**src/rtl/barrel_shifter_4_bit.sv**
```systemverilog
// 4-bit registered barrel shifter: logical, rotate and arithmetic shifts by 0-3, one-cycle latency.
// Optional carry_out port and register are built when BARREL_SHIFTER_CARRY_EN is defined.
module barrel_shifter_4_bit (
    input  logic       clk,
    input  logic       rst,
    input  logic       in_valid,
    input  logic [3:0] data_in,
    input  logic [1:0] shift_amt,
    input  logic       dir,
    input  logic [1:0] mode,
    output logic [3:0] data_out,
    output logic       out_valid
`ifdef BARREL_SHIFTER_CARRY_EN
    ,
    output logic       carry_out
`endif
);

    localparam logic [1:0] MODE_LOG  = 2'b00;
    localparam logic [1:0] MODE_ROT  = 2'b01;
    localparam logic [1:0] MODE_ARI  = 2'b10;
    localparam logic [1:0] MODE_PASS = 2'b11;

    // Arithmetic left shares the logical zero fill; only arithmetic right replicates the sign.
    function automatic logic [3:0] shift_by1(input logic [3:0] d, input logic right, input logic [1:0] m);
        logic fill;
        if (right) begin
            if (m == MODE_ROT)      fill = d[0];
            else if (m == MODE_ARI) fill = d[3];
            else                    fill = 1'b0;
            shift_by1 = {fill, d[3:1]};
        end else begin
            fill      = (m == MODE_ROT) ? d[3] : 1'b0;
            shift_by1 = {d[2:0], fill};
        end
    endfunction

    function automatic logic [3:0] shift_by2(input logic [3:0] d, input logic right, input logic [1:0] m);
        logic [1:0] fill;
        if (right) begin
            if (m == MODE_ROT)      fill = d[1:0];
            else if (m == MODE_ARI) fill = {2{d[3]}};
            else                    fill = 2'b00;
            shift_by2 = {fill, d[3:2]};
        end else begin
            fill      = (m == MODE_ROT) ? d[3:2] : 2'b00;
            shift_by2 = {d[1:0], fill};
        end
    endfunction

    logic [3:0] stage1;
    logic [3:0] stage2;
    logic [3:0] data_d;
    logic [3:0] data_q;
    logic       vld_q;

    always_comb begin
        stage1 = shift_amt[0] ? shift_by1(data_in, dir, mode) : data_in;
        stage2 = shift_amt[1] ? shift_by2(stage1, dir, mode) : stage1;
        data_d = (mode == MODE_PASS) ? data_in : stage2;
    end

    always_ff @(posedge clk) begin
        if (rst) begin
            data_q <= 4'b0000;
            vld_q  <= 1'b0;
        end else begin
            vld_q <= in_valid;
            if (in_valid) begin
                data_q <= data_d;
            end
        end
    end

    assign data_out  = data_q;
    assign out_valid = vld_q;

`ifdef BARREL_SHIFTER_CARRY_EN
    logic carry_d;
    logic carry_q;

    // Carry is the last bit to leave the word; for rotates that bit re-enters at the far end.
    always_comb begin
        carry_d = 1'b0;
        if (mode != MODE_PASS && shift_amt != 2'd0) begin
            if (mode == MODE_ROT) begin
                carry_d = dir ? data_d[3] : data_d[0];
            end else if (dir) begin
                case (shift_amt)
                    2'd1:    carry_d = data_in[0];
                    2'd2:    carry_d = data_in[1];
                    default: carry_d = data_in[2];
                endcase
            end else begin
                case (shift_amt)
                    2'd1:    carry_d = data_in[3];
                    2'd2:    carry_d = data_in[2];
                    default: carry_d = data_in[1];
                endcase
            end
        end
    end

    always_ff @(posedge clk) begin
        if (rst) begin
            carry_q <= 1'b0;
        end else if (in_valid) begin
            carry_q <= carry_d;
        end
    end

    assign carry_out = carry_q;
`endif

endmodule

```
**config.mk**
```make
export PLATFORM = sky130hd
export DESIGN_NAME = barrel_shifter_4_bit
export DESIGN_NICKNAME = d
export VERILOG_FILES = /design/src/rtl/barrel_shifter_4_bit.sv
export SDC_FILE = /design/constraint.sdc
export NUM_CORES = 1
export LEC_CHECK = 0
export ABC_AREA = 1
export CAP_MARGIN = 20
export CORE_AREA = 2 2 39 41
export DETAILED_ROUTE_END_ITERATION = 6
export DIE_AREA = 0 0 41 43
export GPL_TIMING_DRIVEN = 0
export SKIP_LAST_GASP = 1
export SLEW_MARGIN = 5
export SYNTH_ARGS = -nofsm -noshare
export SYNTH_HDL_FRONTEND = slang
export SYNTH_SLANG_ARGS = --single-unit
```
**constraint.sdc**
```tcl
create_clock -name clk -period 2.25 [get_ports clk]
set_input_delay 0.5625 -clock clk [delete_from_list [all_inputs] [get_ports clk]]
set_output_delay 0.5625 -clock clk [all_outputs]
set_load 0.005 [all_outputs]
```
# Word-level counts from Yosys, hierarchy flattened
# Index checks and enable logic that the tools add are counted.
[totals] reg_bits=5 latch_bits=0 mem_bits_rw=0 romBits=0 input_bits=12 out_inout_bits=5 mem_count=0
[classes] addsub=0 multipliers=0 n_div=0 order_cmp=0 n_eq_ne=3 n_shift=0 n_mux=11 n_bitwise=0 reduce_logical=0
[ops] cell="2-to-1 mux 4 bit" n=5
[ops] cell="2-to-1 mux 2 bit" n=3
[ops] cell="equality test 2 bit (second input constant)" n=2
[ops] cell="2-to-1 mux 1 bit" n=3
[ops] cell="equality test 2 x 1 -> 1 bit (second input constant)" n=1

# Longest topological paths before layout
[depth] depth_word=10 mapped_depth=11 ltp_nobuf=11

# Worst setup path before layout
# OpenSTA, ideal clock, no wires.
[synth_path] kind="input to register" from="input mode[1]" to="register data_q[2], in the netlist data_out[2]" setup_time_ns=0.066 t_arrival_ns=1.225 required_ns=2.184 path_slack_ns=0.959 path_stages=9 cell_sequence="inv_1 nand2_1 o21ai_1 nand3b_1 nand2_1 nand2_1 nand2_1 nand2_1 a21oi_2"
[synth_between] elab_chain_len=10
[synth_rtl] element="start, declared" line="10" rtl="input logic [1:0] mode,"
[synth_rtl] element="equality test 2 bit" line="29, 42"
[synth_rtl] element="2-to-1 mux 1 bit" line="29" rtl="else if (m == MODE_ARI) fill = d[3];"
[synth_rtl] element="2-to-1 mux 1 bit" line="28" rtl="if (m == MODE_ROT) fill = d[0];"
[synth_rtl] element="2-to-1 mux 4 bit" line="27" rtl="if (right) begin"
[synth_rtl] element="2-to-1 mux 4 bit" line="58" rtl="stage1 = shift_amt[0] ? shift_by1(data_in, dir, mode) : data_in;"
[synth_rtl] element="2-to-1 mux 2 bit" line="42" rtl="else if (m == MODE_ARI) fill = {2{d[3]}};"
[synth_rtl] element="2-to-1 mux 2 bit" line="41" rtl="if (m == MODE_ROT) fill = d[1:0];"
[synth_rtl] element="2-to-1 mux 4 bit" line="40" rtl="if (right) begin"
[synth_rtl] element="2-to-1 mux 4 bit" line="59" rtl="stage2 = shift_amt[1] ? shift_by2(stage1, dir, mode) : stage1;"
[synth_rtl] element="2-to-1 mux 4 bit *" line="60" rtl="data_d = (mode == MODE_PASS) ? data_in : stage2;"
[synth_rtl] element="end signal, assigned" line="70" rtl="data_q <= data_d;"
[synth_rtl] element="end, declared" line="54" rtl="logic [3:0] data_q;"
# Mark *: on every way between the ends. The rest lies on a longest branch, timed or not.
# A chain may end at the register's enable or synchronous reset.

# Worst setup path after layout
[layout_path] from="input dir" to="register data_q[2], in the netlist data_out[2]"
[layout_between] elab_chain_len=7
[layout_rtl] element="start, declared" line="9" rtl="input logic dir,"
[layout_rtl] element="2-to-1 mux 4 bit" line="27"
[layout_rtl] element="2-to-1 mux 4 bit" line="58"
[layout_rtl] element="2-to-1 mux 2 bit" line="42"
[layout_rtl] element="2-to-1 mux 2 bit" line="41"
[layout_rtl] element="2-to-1 mux 4 bit" line="40"
[layout_rtl] element="2-to-1 mux 4 bit *" line="59"
[layout_rtl] element="2-to-1 mux 4 bit *" line="60"
# Marks and branches as above.

==> summary.txt <==
status -> finished clean
post-route ant nets -> 0
Post-CTS Hold Buffers -> 0
I/O Pins -> 17
I/O Buffers -> 16
GRT Resource Usage Total -> 0.1416
worst skew pair latency -> 0.24 ns
number of synthesis warnings -> 0
CP dominant cell by count -> nand2_1
CTS tree -> done
worst hold endpoint -> data_out[1]$_SDFFE_PP0P_
global-route wire length before repair -> 1.697 mm
WP data required -> 2.43 ns
cells after synthesis -> 73
CP max stage delay -> 0.58 ns
Critical R2R Capture -> data_out[0]$_SDFFE_PP0P_
layout filler cell count -> 159
P&R area growth vs syn -> 50.93%
Clk pwr share -> 0.357
critical path class -> in2reg
sequential share of the synthesized area -> 0.2469
# clock sinks -> 5
Layout Skew -> 0 ns
H-tree levels -> 1
largest net degree at the start of global routing -> 8
CTS max path bufs -> 2
CP startpoint -> dir
syn_area_per_cell -> 5.553 sq um
Hold Crit Class -> reg2reg
root buf cell -> clkbuf_4
commonest non-fill, non-tap cell in the layout -> nand2_1
most frequent cells in the layout -> nand2_1, clkdlybuf4s50_1, inv_1
Tot Pwr -> 291.0 uW
Clk pin slew, worst setup/hold paths -> 0.04 ns
CP max stage cell -> clkdlybuf4s50_1
Net Sw Power -> 82.89 uW
placed cell count -> 105
Final Max Tran Viols -> 0
Rel. slew slack -> 0.8062
post-CTS setup repair buffer count -> 0
Reg2Reg Launch Point -> data_out[0]$_SDFFE_PP0P_
reg-to-reg slack, setup -> 1.67 ns
crit path launch type -> primary input
Seq. cell area -> 100.1 sq um
antenna fix cells -> 0
Remaining DRCs -> 0
Cell Count, Final, Fillers Out -> 109
CP Cell Sequence -> clkdlybuf4s50_1 > inv_2 > a21oi_2 > nand2_1 > nand2_2 > nand2_1 > nand2_1 > nand2_1 > nand2_1 > nand2_1 > a21oi_2
switching share of power -> 0.2849
die area -> 1763 sq um
Mapped Nets -> 85
crit path DAT -> 1.89 ns
routed wire length -> 965 um
setup TNS -> 0 ns
Reg2Reg Depth -> 2
Vias/cell -> 4.679
final setup vio count -> 0
Seq pwr share -> 0.336
Initial Util -> 0.2929
Final WS setup -> 0.5319 ns
Core Area -> 1384 sq um
Die Wd -> 41 um
RSZ-0062 raised after global routing -> false
minimum clock period -> 1.718 ns
grt ovf -> 0
Initial DRC Count -> 10
Lkg Pwr -> 0.0002812 uW
vias in the first global route -> 443
ratio of total power to cell area -> 475.5 nW/um^2
Setup WS pre-CTS -> 0.2687 ns
hold depth -> 2
CTS Buf Count -> 3
final hold viol count -> 0
Die Y -> 43 um
Fmax -> 582.0 MHz
row count -> 14
antenna violations before repair -> 0
area of the multi-input gates -> 260.3 sq um
Via Count -> 510
post-DP HPWL -> 828.9 um
cell internal pwr -> 208.1 uW
Nets -> 106
crit end category -> flop
Tcrit/Tclk final -> 0.7636
Yosys cell types -> 14
Logic pwr share -> 0.307
Max IR drop VDD -> 0.0003193 V
FF+latch count, synth -> 5
routability congestion estimate -> 0.7996
Final Util -> 0.4421
Cell Area, Synth -> 405.4 sq um
Max Cap Violations -> 0
wire per inst -> 8.853 um
HP Start -> data_out[1]$_SDFFE_PP0P_
worst slew pin tran -> 0.2877 ns
layout cell share with drive strength beyond 1 -> 0.07527
drt pass-1 iters -> 4
Max FO, Critical Path -> 6
Resize count post-CTS -> 0
-- cells in the mapped netlist --
cell / instances / area share
nand2_1: 21 / 0.19
inv_1: 11 / 0.10
a21oi_1: 9 / 0.11
nor2_1: 6 / 0.056
dfxtp_1: 5 / 0.25
nand3_1: 5 / 0.062
o21ai_0: 5 / 0.062
nor3_1: 3 / 0.037
a21oi_2: 2 / 0.043
o21ai_1: 2 / 0.025
inv_2: 1 / 0.0093
nand2_2: 1 / 0.015
nand3b_1: 1 / 0.019
o211ai_1: 1 / 0.019
-- flip-flops by register name, indices dropped and copies added, names as in the netlist --
name	flops
out_valid	1
data_out	4
-- cell type report --
cell class                      count  area share
Clock buffer                        4     0.04294
Inverter                           12     0.07362
Multi-Input combinational cell     56      0.4254
Sequential cell                     5      0.1636
Tap cell                           16     0.03272
Timing Repair Buffer               16      0.2618
-- critical path, delay by kind of cell --
family | cells | cell delay, ns
AOI/OAI and AO/OA | 2 | 0.22
and+or+nand+nor | 7 | 0.43
buffers and inverters | 2 | 0.68
-- worst max path at each step --
stage                                    end  slack (ns)
detailed placement  data_out[2]$_SDFFE_PP0P_        0.27
global route        data_out[3]$_SDFFE_PP0P_        0.37
floorplan           data_out[2]$_SDFFE_PP0P_        0.96
finish              data_out[2]$_SDFFE_PP0P_        0.53
global placement    data_out[3]$_SDFFE_PP0P_        0.28
CTS                 data_out[2]$_SDFFE_PP0P_        0.52
-- metal layers --
layer	global-route usage	up-vias	routed length (um)
met1	0.1929	219	440
met2	0.1875	13	473
met5	0	-	0
li1	-	278	-
met3	0.07853	0	51
met4	0.04000	0	0
-- through the flow --
stage                     cell area, sq um  hold WS, ns
final                                611.8       0.4651
after global routing                 611.8       0.4902
after CTS                            611.8       0.4710
after detailed placement             585.6       0.4638
after global placement               585.6       0.4563
after floorplan                      405.4       0.4554
-- kinds of logic (layout without fill, tap and decap cells) --
logic type             after synthesis  in the layout  synth area share
AND/OR/NAND/NOR                     37             37            0.3827
AO/OA/AOI/OAI                       19             19            0.2593
buffers and inverters               12             32            0.1111
flip-flops                           5              5            0.2469
-- power by group through the flow --
stage                     registers (uW)  clock network, uW  logic, uW
final                               97.7                104       89.3
after global routing                98.4                118        101
after CTS                           97.8                110       90.3
after detailed placement            99.4                  0       90.2
after global placement              99.2                  0       90.2
after floorplan                      100                  0       43.2
(Power assumes the default switching activity.)
